## config.mk

```make
export PLATFORM = sky130hd
export DESIGN_NAME = clk_ratio_monitor_flat
export DESIGN_NICKNAME = d
export VERILOG_FILES = /design/src/rtl/clk_mon_pkg.sv /design/src/rtl/clk_ratio_monitor_if.sv /design/src/rtl/sync_edge_det.sv /design/src/rtl/clk_ratio_monitor.sv /design/src/flat_wrapper.sv
export SDC_FILE = /design/constraint.sdc
export NUM_CORES = 1
export LEC_CHECK = 0
export ABC_AREA = 1
export CORE_ASPECT_RATIO = 1.25
export CORE_MARGIN = 2
export CORE_UTILIZATION = 45
export CTS_CLUSTER_DIAMETER = 30
export DETAILED_ROUTE_END_ITERATION = 8
export PLACE_DENSITY = 0.69
export SLEW_MARGIN = 30
export SYNTH_ARGS = -nofsm -noshare
export SYNTH_HDL_FRONTEND = slang
export SYNTH_SLANG_ARGS = --single-unit
export TNS_END_PERCENT = 30
```

## constraint.sdc

```tcl
create_clock -name original_clock -period 2.3 [get_ports original_clock]
set_input_delay 0.46 -clock original_clock [delete_from_list [all_inputs] [get_ports original_clock]]
set_output_delay 0.46 -clock original_clock [all_outputs]
set_load 0.02 [all_outputs]
```

## src/rtl/clk_mon_pkg.sv

```systemverilog
// Shared types and constants for the clock ratio monitor.
//   mon_state_e  : monitor FSM encoding
//   err_flags_t  : sticky error flag bundle
//   SYNC_STAGES  : synchronizer depth ahead of the edge detector
//   WARMUP_CYCLES: cycles after reset release before clock_1x toggle checking is armed
package clk_mon_pkg;

    typedef enum logic [1:0] {
        ACQUIRE = 2'd0,
        TRACK   = 2'd1,
        LOCKED  = 2'd2
    } mon_state_e;

    typedef struct packed {
        logic ratio_err;
        logic stall_err;
        logic toggle_err;
    } err_flags_t;

    localparam int unsigned SYNC_STAGES   = 2;
    localparam int unsigned WARMUP_CYCLES = 3;
    localparam int unsigned MATCH_W       = 4;
    localparam int unsigned WARM_W        = $clog2(WARMUP_CYCLES + 1);

endpackage

```

## src/rtl/clk_ratio_monitor_if.sv

```systemverilog
// Signal bundle between the clock generator side and the ratio monitor.
//   clock_1x_in, clock_slower_in : generated clocks, sampled as data by the monitor
//   err_clear                    : one-cycle pulse clearing the sticky error flags
//   locked, *_err, last_half_period : monitor status
// master = generator / stimulus side, slave = monitor.
interface clk_ratio_monitor_if #(
    parameter int unsigned CNT_W = 8
);
    logic             clock_1x_in;
    logic             clock_slower_in;
    logic             err_clear;
    logic             locked;
    logic             ratio_err;
    logic             stall_err;
    logic             toggle_err;
    logic [CNT_W-1:0] last_half_period;

    modport master (
        output clock_1x_in, clock_slower_in, err_clear,
        input  locked, ratio_err, stall_err, toggle_err, last_half_period
    );

    modport slave (
        input  clock_1x_in, clock_slower_in, err_clear,
        output locked, ratio_err, stall_err, toggle_err, last_half_period
    );
endinterface

```

## src/rtl/sync_edge_det.sv

```systemverilog
// Multi-flop synchronizer followed by a previous-value flop; flags any change
// of the synchronized level.
//   clk, rst_n : monitor clock, async active-low reset
//   d          : asynchronous level input
//   edge_c     : high for one cycle per level change (combinational from flops)
module sync_edge_det
    import clk_mon_pkg::*;
(
    input  logic clk,
    input  logic rst_n,
    input  logic d,
    output logic edge_c
);

    logic [SYNC_STAGES-1:0] sync_q;
    logic                   prev_q;

    always_ff @(posedge clk or negedge rst_n) begin
        if (!rst_n) begin
            sync_q <= '0;
            prev_q <= 1'b0;
        end else begin
            sync_q <= {sync_q[SYNC_STAGES-2:0], d};
            prev_q <= sync_q[SYNC_STAGES-1];
        end
    end

    assign edge_c = sync_q[SYNC_STAGES-1] ^ prev_q;

endmodule

```

## src/rtl/clk_ratio_monitor.sv

```systemverilog
// Measures the clock_slower half-period in original_clock cycles, declares lock
// after LOCK_COUNT consecutive half-periods equal to RATIO, and raises sticky
// errors on ratio mismatch while locked, on stall, and on clock_1x not toggling.
//   original_clock : monitor clock
//   reset_in       : async active-low reset
//   mon            : slave side of clk_ratio_monitor_if (sampled clocks, err_clear,
//                    locked, ratio_err, stall_err, toggle_err, last_half_period)
module clk_ratio_monitor
    import clk_mon_pkg::*;
#(
    parameter int unsigned RATIO       = 5,
    parameter int unsigned LOCK_COUNT  = 4,
    parameter int unsigned STALL_LIMIT = 20,
    parameter int unsigned CNT_W       = 8
) (
    input  logic                original_clock,
    input  logic                reset_in,
    clk_ratio_monitor_if.slave  mon
);

    localparam logic [CNT_W-1:0]   CNT_MAX    = '1;
    localparam logic [CNT_W-1:0]   RATIO_C    = CNT_W'(RATIO);
    localparam logic [CNT_W-1:0]   STALL_LAST = CNT_W'(STALL_LIMIT - 1);
    localparam logic [MATCH_W-1:0] LOCK_C     = MATCH_W'(LOCK_COUNT);
    localparam logic [WARM_W-1:0]  WARM_DONE  = WARM_W'(WARMUP_CYCLES);

    logic fast_edge_c;
    logic slow_edge_c;

    mon_state_e         state_q, state_d;
    logic [CNT_W-1:0]   cnt_q, cnt_d;
    logic [CNT_W-1:0]   lhp_q, lhp_d;
    logic [CNT_W-1:0]   measured_c;
    logic [MATCH_W-1:0] match_q, match_d;
    logic [MATCH_W-1:0] match_inc_c;
    logic [WARM_W-1:0]  warm_q, warm_d;
    logic               locked_q, locked_d;
    err_flags_t         err_q, err_d, err_set_c;

    sync_edge_det u_sync_1x (
        .clk    (original_clock),
        .rst_n  (reset_in),
        .d      (mon.clock_1x_in),
        .edge_c (fast_edge_c)
    );

    sync_edge_det u_sync_slower (
        .clk    (original_clock),
        .rst_n  (reset_in),
        .d      (mon.clock_slower_in),
        .edge_c (slow_edge_c)
    );

    // State and status registers
    always_ff @(posedge original_clock or negedge reset_in) begin
        if (!reset_in) begin
            state_q  <= ACQUIRE;
            cnt_q    <= '0;
            lhp_q    <= '0;
            match_q  <= '0;
            warm_q   <= '0;
            locked_q <= 1'b0;
            err_q    <= '0;
        end else begin
            state_q  <= state_d;
            cnt_q    <= cnt_d;
            lhp_q    <= lhp_d;
            match_q  <= match_d;
            warm_q   <= warm_d;
            locked_q <= locked_d;
            err_q    <= err_d;
        end
    end

    // Next-state: measurement, lock tracking, stall and sticky flags
    always_comb begin
        state_d     = state_q;
        lhp_d       = lhp_q;
        match_d     = match_q;
        err_set_c   = '0;
        cnt_d       = (cnt_q == CNT_MAX) ? CNT_MAX : cnt_q + CNT_W'(1);
        measured_c  = (cnt_q == CNT_MAX) ? CNT_MAX : cnt_q + CNT_W'(1);
        match_inc_c = match_q + MATCH_W'(1);
        warm_d      = (warm_q == WARM_DONE) ? warm_q : warm_q + WARM_W'(1);

        if (slow_edge_c) begin
            // An edge always restarts the count, even if the stall limit is hit now
            cnt_d = '0;
            case (state_q)
                ACQUIRE: begin
                    state_d = TRACK;
                    match_d = '0;
                end
                TRACK: begin
                    lhp_d = measured_c;
                    if (measured_c == RATIO_C) begin
                        match_d = match_inc_c;
                        if (match_inc_c == LOCK_C) begin
                            state_d = LOCKED;
                        end
                    end else begin
                        match_d = '0;
                    end
                end
                LOCKED: begin
                    lhp_d = measured_c;
                    if (measured_c != RATIO_C) begin
                        err_set_c.ratio_err = 1'b1;
                        state_d             = TRACK;
                        match_d             = '0;
                    end
                end
                default: begin
                    state_d = ACQUIRE;
                    match_d = '0;
                end
            endcase
        end else if (cnt_q >= STALL_LAST) begin
            // Incremented count would reach STALL_LIMIT: flag it this cycle
            err_set_c.stall_err = 1'b1;
            state_d             = ACQUIRE;
            match_d             = '0;
            cnt_d               = '0;
        end

        err_set_c.toggle_err = (warm_q == WARM_DONE) && !fast_edge_c;

        // Set beats clear when both happen in the same cycle
        err_d    = err_set_c | (err_q & ~{3{mon.err_clear}});
        locked_d = (state_d == LOCKED);
    end

    assign mon.locked           = locked_q;
    assign mon.ratio_err        = err_q.ratio_err;
    assign mon.stall_err        = err_q.stall_err;
    assign mon.toggle_err       = err_q.toggle_err;
    assign mon.last_half_period = lhp_q;

endmodule

```

## src/flat_wrapper.sv

```systemverilog
// flat-port wrapper written by rule: the top's interface ports become plain ports
module clk_ratio_monitor_flat import clk_mon_pkg::*;
#(
    parameter int unsigned RATIO       = 5,
    parameter int unsigned LOCK_COUNT  = 4,
    parameter int unsigned STALL_LIMIT = 20,
    parameter int unsigned CNT_W       = 8
)
  (original_clock, reset_in, mon_clock_1x_in, mon_clock_slower_in, mon_err_clear, mon_locked, mon_ratio_err, mon_stall_err, mon_toggle_err, mon_last_half_period);
  clk_ratio_monitor_if #(.CNT_W(CNT_W)) mon_i ();
  input  logic original_clock;
  input  logic reset_in;
  input wire logic [$bits(mon_i.clock_1x_in)-1:0] mon_clock_1x_in;
  input wire logic [$bits(mon_i.clock_slower_in)-1:0] mon_clock_slower_in;
  input wire logic [$bits(mon_i.err_clear)-1:0] mon_err_clear;
  output wire logic [$bits(mon_i.locked)-1:0] mon_locked;
  output wire logic [$bits(mon_i.ratio_err)-1:0] mon_ratio_err;
  output wire logic [$bits(mon_i.stall_err)-1:0] mon_stall_err;
  output wire logic [$bits(mon_i.toggle_err)-1:0] mon_toggle_err;
  output wire logic [$bits(mon_i.last_half_period)-1:0] mon_last_half_period;
  assign mon_i.clock_1x_in = mon_clock_1x_in;
  assign mon_i.clock_slower_in = mon_clock_slower_in;
  assign mon_i.err_clear = mon_err_clear;
  assign mon_locked = mon_i.locked;
  assign mon_ratio_err = mon_i.ratio_err;
  assign mon_stall_err = mon_i.stall_err;
  assign mon_toggle_err = mon_i.toggle_err;
  assign mon_last_half_period = mon_i.last_half_period;
  clk_ratio_monitor #(.RATIO(RATIO), .LOCK_COUNT(LOCK_COUNT), .STALL_LIMIT(STALL_LIMIT), .CNT_W(CNT_W)) u_core (.original_clock(original_clock), .reset_in(reset_in), .mon(mon_i));
endmodule
```

# Word-level counts from Yosys, hierarchy flattened

Index checks and enable logic that the tools add are counted.

$add $sub $neg: 3
Order comparisons: 1
Equality and inequality tests: 9
Mux-type cells: 19
Bitwise operators: 5
Reduce and logical (&&, ||, !) cells: 7

Operator list:

| cell                  | count |
|---|---|
| $mux W8               | 3 |
| $mux W4               | 4 |
| $mux W2               | 5 |
| $add A8 B1 Y8 const B | 1 |
| $eq A8 B3 Y1 const B  | 1 |
| $eq A8 B8 Y1 const B  | 1 |
| $ge A8 B5 Y1 const B  | 1 |
| $ne A8 B3 Y1 const B  | 1 |
| $pmux W4 S2           | 1 |
| $eq A2 B2 Y1 const B  | 3 |
| $pmux W2 S3           | 1 |
| $mux W1               | 5 |
| $add A4 B1 Y4 const B | 1 |
| $eq A4 B3 Y1 const B  | 1 |
| $reduce_and A2 Y1     | 2 |
| $and A3 B3 Y3         | 1 |
| $ne A3 B3 Y1 const B  | 1 |
| $not A3 Y3            | 1 |
| $or A3 B3 Y3          | 1 |
| $add A2 B1 Y2 const B | 1 |
| $eq A2 B1 Y1 const B  | 1 |
| $logic_not A2 Y1      | 1 |
| $reduce_bool A2 Y1    | 1 |
| $reduce_or A2 Y1      | 1 |
| 3 further kinds       | 4 |

Register bits after elaboration: 34
Input port bits: 5
Output and inout port bits: 12

# Logic depth before layout (Yosys ltp)

Gate-level depths: netlist (run 1).

Depth after elaboration: 7
Mapped depth: 15
Depth with buffers taken out: 15

# By module

Synthesis (run 1) repeated with hierarchy kept, for this count alone.

Cells, all modules: 193
Area, all modules: 1676.6 um^2

By module, submodules not included:

| module            | times used | cells an instance | area an instance (um^2) |
|---|---|---|---|
| clk_ratio_monitor | 1          | 177               | 1488.9 |
| sync_edge_det     | 2          | 8                 | 93.8 |

# Worst setup path after synthesis (run 1)

Ideal clock, no wire load.

Path kind: flip-flop to flip-flop
From: register u_core.cnt_q[0]
To: register u_core.match_q[2]
Library setup time: 0.117 ns
Data arrival time: 1.616 ns
Path slack: 0.567 ns
Cell stages (with the launch flop): 14
Clock period less this slack: 1.733 ns
Cell sequence: dfrtp_1 > ha_1 > nand3_1 > inv_1 > nand2_4 > nand3_2 > nor2_4 > nand2_4 > inv_4 > nand3_4 > nand2_4 > inv_2 > o21ai_1 > inv_1

Word-level cells in the longest chain between the ends: 6

RTL lines:

| item                                                 | line                    | source |
|---|---|---|
| start, declared                                      | clk_ratio_monitor.sv:31 | `logic [CNT_W-1:0] cnt_q, cnt_d;` |
| start signal, assigned                               | clk_ratio_monitor.sv:66 | `cnt_q <= cnt_d;` |
| $add A8 B1 Y8 / $eq A8 B8 Y1 (equally long branches) | clk_ratio_monitor.sv:82 | `measured_c = (cnt_q == CNT_MAX) ? CNT_MAX : cnt_q + CNT_W'(1);` |
| $mux W8                                              | clk_ratio_monitor.sv:82 |  |
| $eq A8 B3 Y1                                         | clk_ratio_monitor.sv:96 | `if (measured_c == RATIO_C) begin` |
| $mux W4                                              | clk_ratio_monitor.sv:96 |  |
| $pmux W4 S2                                          | clk_ratio_monitor.sv:89 | `case (state_q)` |
| $mux W4                                              | clk_ratio_monitor.sv:86 | `if (slow_edge_c) begin` |
| end signal, assigned                                 | clk_ratio_monitor.sv:68 | `match_q <= match_d;` |
| end, declared                                        | clk_ratio_monitor.sv:34 | `logic [MATCH_W-1:0] match_q, match_d;` |

Several ways; a longest one is shown, not always the timed one.
A chain may end at the register's enable or synchronous reset.

# Final worst setup path (run 1)

Same ends and word-level chain as after synthesis.

==> results of run 1 <==
-- Yosys cell counts, types with 3 or more instances --
library cell and number:
a21oi_1 3, dfrtp_1 34, ha_1 9, inv_1 22, inv_2 4, nand2_1 48, nand2_2 4, nand2_4 3
nand3_1 12, nand3_2 3, nor2_1 12, nor2_4 3, o21ai_0 4, o21ai_1 7
-- registers in the layout, summed over array words and instances (netlist names) --
name	flops
u_core.cnt_q	8
u_core.match_q	4
u_core.mon.last_half_period	8
u_core.mon.locked	1
u_core.mon.ratio_err	1
u_core.mon.stall_err	1
u_core.mon.toggle_err	1
u_core.state_q	2
u_core.u_sync_1x.prev_q	1
u_core.u_sync_1x.sync_q	2
u_core.u_sync_slower.prev_q	1
u_core.u_sync_slower.sync_q	2
u_core.warm_q	2
-- worst min-delay path by stage --
stage | start | slack, ns | to
finish | u_core.u_sync_1x.sync_q[0] | 0.35 | u_core.u_sync_1x.sync_q[1]
floorplan | reset_in | 0.16 | u_core.cnt_q[0]
global route | u_core.u_sync_slower.sync_q[0] | 0.37 | u_core.u_sync_slower.sync_q[1]
detailed placement | u_core.u_sync_1x.sync_q[0] | 0.34 | u_core.u_sync_1x.sync_q[1]
CTS | u_core.u_sync_1x.sync_q[0] | 0.35 | u_core.u_sync_1x.sync_q[1]
global placement | u_core.u_sync_1x.sync_q[0] | 0.33 | u_core.u_sync_1x.sync_q[1]
-- cell usage in the layout (no fill, tap or decap), types with 4 or more instances in the layout --
| cell type | instances |
|---|---|
| nand3_1 | 12 |
| o21ai_1 | 7 |
| clkdlybuf4s50_1 | 16 |
| inv_1 | 22 |
| nand2_2 | 4 |
| o21ai_0 | 4 |
| ha_1 | 9 |
| clkbuf_8 | 6 |
| nor2_1 | 12 |
| dfrtp_1 | 34 |
| nand2_1 | 48 |
| inv_2 | 4 |
-- critical path, delay by kind of cell, from the launching register on --
| family | cells | cell delay, ns |
|---|---|---|
| buf+inv | 4 | 0.26 |
| fa+ha+maj | 1 | 0.25 |
| flops | 1 | 0.43 |
| compound gates | 1 | 0.10 |
| simple gates | 7 | 0.72 |
-- cell type report --
| class | instances | area (sq um) |
|---|---|---|
| clock buffers | 6 | 82.6 |
| clock inverters | 2 | 60.1 |
| fillers | 311 | 1490 |
| inverters | 27 | 104 |
| multi-input cells | 128 | 734 |
| flip-flops and latches | 34 | 851 |
| well taps | 39 | 48.8 |
| repair buffers | 18 | 175 |
-- report_power, final --
part / switching [mW] / internal (mW) / total, mW
logic: 0.138 / 0.109 / 0.247
clock network: 0.210 / 0.462 / 0.672
registers: 0.0309 / 0.647 / 0.678
-- logic make-up (layout without fill, tap and decap cells) --
kind of cell | count (synthesis) | count (layout)
other cells | 1 | 3
simple gates | 92 | 92
compound gates | 20 | 20
fa+ha+maj | 9 | 9
buf+inv | 27 | 53
xor+xnor | 4 | 4
flops | 34 | 34
-- metal layers --
metal / up-vias / share of wire
li1: 644 / -
met3: 8 / 0.046
met1: 574 / 0.44
met4: 0 / 0.026
met5: - / 0
met2: 32 / 0.49
==> flow_metrics.py, run 1 <==
metrics = {
    "status": {
        "status": "finished, final reports clean",
    },
    "critical_path": {
        "crit_path_start_kind": "flop",
        "reg2reg_depth": 13,
        "cp.arrival_ns": 2.07,
        "crit_required_ns": 2.48,
        "critical_path.cell_chain": "ha_1 -> nand3_1 -> inv_1 -> nand2_4 -> nand3_2 -> nor2_4 -> nand2_4 -> inv_4 -> nand3_4 -> nand2_4 -> inv_2 -> o21ai_1 -> inv_1",
        "worst-setup-path-type": "reg2reg",
        "cp-endpoint": "u_core.match_q[2]",
        "worst_setup_path_end_kind": "flop",
        "cp_common_cell": "nand2_4",
        "critPathMaxStageDelay_ns": 0.43,
        "slowest_stage": "dfrtp_1",
        "r2r_end": "u_core.match_q[2]",
        "timing.rr.start": "u_core.cnt_q[0]",
        "cp_max_fo": 8,
        "cp-startpoint": "u_core.cnt_q[0]",
        "r2r_setup_slack_ns": 0.41,
    },
    "clocking": {
        "cts_buffers": 5,
        "clock_tree.root_cell": "clkbuf_8",
        "cts_tree": "yes",
        "cts_buffer_depth": 2,
        "ctsHoldBuffers": 0,
        "cts_max_level": 2,
        "clock_sinks": 34,
        "clkSlewWorstSetupHoldPaths_ns": 0.07,
        "cts_resized": 0,
        "post_cts_buffers": 0,
        "clock_latency_ns": 0.28,
    },
    "sta": {
        "fin_ws_ns": 0.411,
        "period_needed_ns": 1.89,
        "finalCritPeriodShare": 0.821,
        "hold_violations": 0,
        "fmax_mhz": 529,
        "setup_viol_count_final": 0,
        "finClkSkew_ns": 0.00782,
        "rsz0062_at_grt": "false",
        "hold_ws_ns": 0.352,
        "maxSlewViolCount": 0,
        "tns_ns": 0,
    },
    "placed_design": {
        "globalplace.congestion": 0.839,
        "dp.final_hpwl_um": 2280,
        "io_buffers": 16,
        "dp_slack_ns": 0.431,
        "placed_cells": 246,
        "dpl-instance-area_sq_mm": 0.00191,
    },
    "die": {
        "rows": 24,
        "fp.dieArea_sq_mm": 0.00424,
        "die_h_um": 72.3,
        "core_area_sq_mm": 0.00354,
        "initial_utilization": 0.475,
        "io_pins": 17,
        "die_x_um": 58.7,
    },
    "synth": {
        "async_reset_ff_frac": 1.00,
        "synth_mux_area_frac": 0,
        "yosysTopAreaCell": "dfrtp_1",
        "synth_xor_area_frac": 0.0208,
        "synth_ff_type": "dfrtp_1",
        "synth.area.top_cells": "dfrtp_1, nand2_1, ha_1",
        "yosysWarnings": 0,
        "synthSimpleGateAreaFrac": 0.275,
        "synth_top_area_frac": 0.506,
        "synth_top_family_by_area": "simple AND/OR/NAND/NOR gates",
        "synth_cell_types": 27,
        "synth-compound-area-share": 0.0670,
        "synth-seq-cells": 34,
        "synth_edf_count": 0,
        "netlist_area_sq_mm": 0.00168,
        "seq_area_frac_synth": 0.506,
        "synth_fa_ha_area_frac": 0.0670,
        "syn_inst": 187,
        "avgSynthCellArea_sq_um": 8.99,
    },
    "routing": {
        "num_vias": 1258,
        "drt-total-wl_um": 3000,
        "vias_per_cell": 4.95,
        "drc": 0,
        "firstDrtPassIters": 5,
        "wl_per_cell_um": 11.8,
        "drtIter0Drc": 51,
        "ant_nets": 0,
    },
    "global_routing": {
        "grt_antenna_before_repair": 0,
        "grtUsageTotal": 0.172,
        "gr-usage-met1": 0.210,
        "grt_overflow": 0,
        "gr-max-usage-layer": "met2",
        "met3_usage": 0.0499,
        "grt_max_degree": 35,
        "grt_pass1_vias": 1286,
        "grt_pass1_wl_um": 5420,
        "use_met2": 0.273,
    },
    "power": {
        "totalPowerFinal_mw": 1.60,
        "p_leak_nw": 1.04,
        "power_density_mw_per_mm2": 777,
        "max-vdd-ir-drop_mv": 0.651,
    },
    "worst_hold_path": {
        "min_path_type": "reg2reg",
        "min_path_cells": 0,
    },
    "final_layout": {
        "fin_nets": 228,
        "insertedDiodeCount": 0,
        "finalInstanceArea_sq_mm": 0.00206,
        "drive_above_1_share": 0.144,
        "utilization": 0.580,
        "area_growth_pct": 22.2,
        "final_cells": 254,
    },
    "job": {
        "max-cap-violations": 0,
    },
}
(Power assumes the default switching activity.)
==> inputs of run 2 (changes only) <==
==> constraint.sdc (replaced) <==
create_clock -name original_clock -period 1.9 [get_ports original_clock]
set_input_delay 0.38 -clock original_clock [delete_from_list [all_inputs] [get_ports original_clock]]
set_output_delay 0.38 -clock original_clock [all_outputs]
set_load 0.02 [all_outputs]
==> flow_metrics.py, run 2 (same netlist as run 1, synthesis figures left out) <==
metrics = {
    "routing": {
        "drt-total-wl_um": 3220,
        "firstDrtPassIters": 4,
        "num_vias": 1253,
        "drtIter0Drc": 40,
        "drc": 0,
        "vias_per_cell": 4.80,
        "wl_per_cell_um": 12.3,
        "ant_nets": 0,
    },
    "sta": {
        "hold_violations": 0,
        "period_needed_ns": 1.77,
        "finClkSkew_ns": 0.00731,
        "maxSlewViolCount": 0,
        "fmax_mhz": 566,
        "setup_viol_count_final": 0,
        "finalCritPeriodShare": 0.930,
    },
    "clocking": {
        "cts_max_level": 2,
        "cts_tree": "yes",
        "clkSlewWorstSetupHoldPaths_ns": 0.07,
        "cts_buffers": 5,
        "ctsHoldBuffers": 0,
        "clock_latency_ns": 0.29,
        "cts_buffer_depth": 2,
        "clock_sinks": 34,
        "clock_tree.root_cell": "clkbuf_8",
    },
    "critical_path": {
        "critical_path.cell_chain": "buf_4 -> nand2_2 -> nor2_4 -> nand2_1 -> nand2_2 -> nand3_2 -> nor2_4 -> nand2_4 -> inv_4 -> nand3_4 -> nand2_4 -> inv_2 -> o21ai_1 -> inv_1",
        "slowest_stage": "dfrtp_1",
        "worst-setup-path-type": "reg2reg",
        "cp_max_fo": 5,
        "path_buf_inv": 4,
        "cp.arrival_ns": 1.95,
        "critPathMaxStageDelay_ns": 0.40,
        "crit_required_ns": 2.08,
        "cp_top_family": "simple AND/OR/NAND/NOR gates",
        "r2r_setup_slack_ns": 0.13,
        "worst_setup_path_end_kind": "flop",
        "crit_path_start_kind": "flop",
    },
    "placed_design": {
        "io_buffers": 16,
        "dp.final_hpwl_um": 2340,
        "dpl-instance-area_sq_mm": 0.00192,
        "globalplace.congestion": 0.841,
    },
    "power": {
        "max-vdd-ir-drop_mv": 0.532,
        "power_density_mw_per_mm2": 794,
        "p_leak_nw": 1.04,
        "totalPowerFinal_mw": 1.68,
    },
    "die": {
        "rows": 24,
        "io_pins": 17,
        "core_area_sq_mm": 0.00354,
        "die_h_um": 72.3,
        "fp.dieArea_sq_mm": 0.00424,
        "die_x_um": 58.7,
        "initial_utilization": 0.475,
    },
    "final_layout": {
        "insertedDiodeCount": 0,
        "drive_above_1_share": 0.203,
        "layout_common_cells": "nand2_1, dfrtp_1, inv_1, clkdlybuf4s50_1",
        "area_growth_pct": 25.5,
        "layout_commonest_cell": "nand2_1",
        "finalInstanceArea_sq_mm": 0.00211,
        "fillers": 308,
        "fin_nets": 235,
    },
    "global_routing": {
        "grt_antenna_before_repair": 0,
        "grtUsageTotal": 0.176,
        "grt_pass1_vias": 1250,
        "grt_pass1_wl_um": 5590,
        "grt_overflow": 0,
        "grt_max_degree": 35,
    },
    "status": {
        "status": "finished, final reports clean",
    },
    "worst_hold_path": {
        "min_path_type": "reg2reg",
    },
    "job": {
        "max-cap-violations": 0,
    },
}
run 2: cell count changes in the layout (fill, tap and decap cells not counted), sizes merged:
cell      previous run  this run
buf                  2         9
bufinv               2         0
clkinv               0         1
clkinvlp             0         1
run 2: metrics by stage:
step / util / hold WS (ns) / worst slack (ns) / std cells / setup TNS [ns]
floorplan: - / 0.0844 / 0.167 / 189 / 0
global placement: 0.542 / 0.333 / -0.0186 / 247 / -0.0186
detailed placement: 0.542 / 0.338 / -0.0292 / 247 / -0.0292
CTS: 0.577 / 0.364 / 0.0167 / 259 / 0
global route: 0.596 / 0.366 / -0.00133 / 261 / -0.00133
finish: 0.596 / 0.360 / 0.133 / 261 / 0
run 2: where the power goes:
| group | switching (mW) | internal [mW] |
|---|---|---|
| registers | 0.0396 | 0.783 |
| logic | 0.169 | 0.138 |
| clock network | 0.256 | 0.291 |
| total | 0.464 | 1.21 |
run 2: path summary, 6_finish.rpt:
kind / from / endpoint / cells past startpoint
hold / removal: u_core.u_sync_slower.sync_q[0] / u_core.u_sync_slower.sync_q[1] / 0
min in group asynchronous: reset_in / u_core.match_q[0] / 2
setup / recovery: u_core.cnt_q[1] / u_core.match_q[2] / 14
max in group asynchronous: reset_in / u_core.mon.last_half_period[7] / 2
setup reg to reg: u_core.cnt_q[1] / u_core.match_q[2] / 14
hold reg to reg: u_core.u_sync_slower.sync_q[0] / u_core.u_sync_slower.sync_q[1] / 0
run 2: worst register-to-register path: stages, from the launching register on:
cell,delay [ns]
dfrtp_1,0.40
buf_4,0.15
nand2_2,0.07
nor2_4,0.12
nand2_1,0.07
nand2_2,0.10
nand3_2,0.10
nor2_4,0.15
nand2_4,0.08
inv_4,0.08
nand3_4,0.07
nand2_4,0.08
inv_2,0.04
o21ai_1,0.11
inv_1,0.05
run 2: per-layer routing:
metal | part of all wire | wire, um | GRT usage | vias up
met3 | 0.031 | 99 | 0.0481 | 7
li1 | - | - | - | 655
met2 | 0.48 | 1560 | 0.277 | 14
met5 | 0 | 0 | 0 | -
met1 | 0.46 | 1490 | 0.227 | 577
met4 | 0.020 | 65 | 0.0758 | 0
run 2: cell type report:
cell class | count | area, sq um | share of cell area
sequential | 34 | 851 | 0.403
multi-input combinational | 128 | 776 | 0.368
timing repair buffer | 25 | 231 | 0.110
inverter | 27 | 109 | 0.0516
clock buffer | 6 | 82.6 | 0.0391
tap | 39 | 48.8 | 0.0231
clock inverter | 2 | 12.5 | 0.00593
run 2: repair_timing:
item / in CTS / in global routing
buffers inserted: 4 / 2
endpoints found under the hold margin: 0 / 0
gates resized for setup: 1 / 12
setup endpoints to repair: 1 / 7
pin swaps: 2 / 5
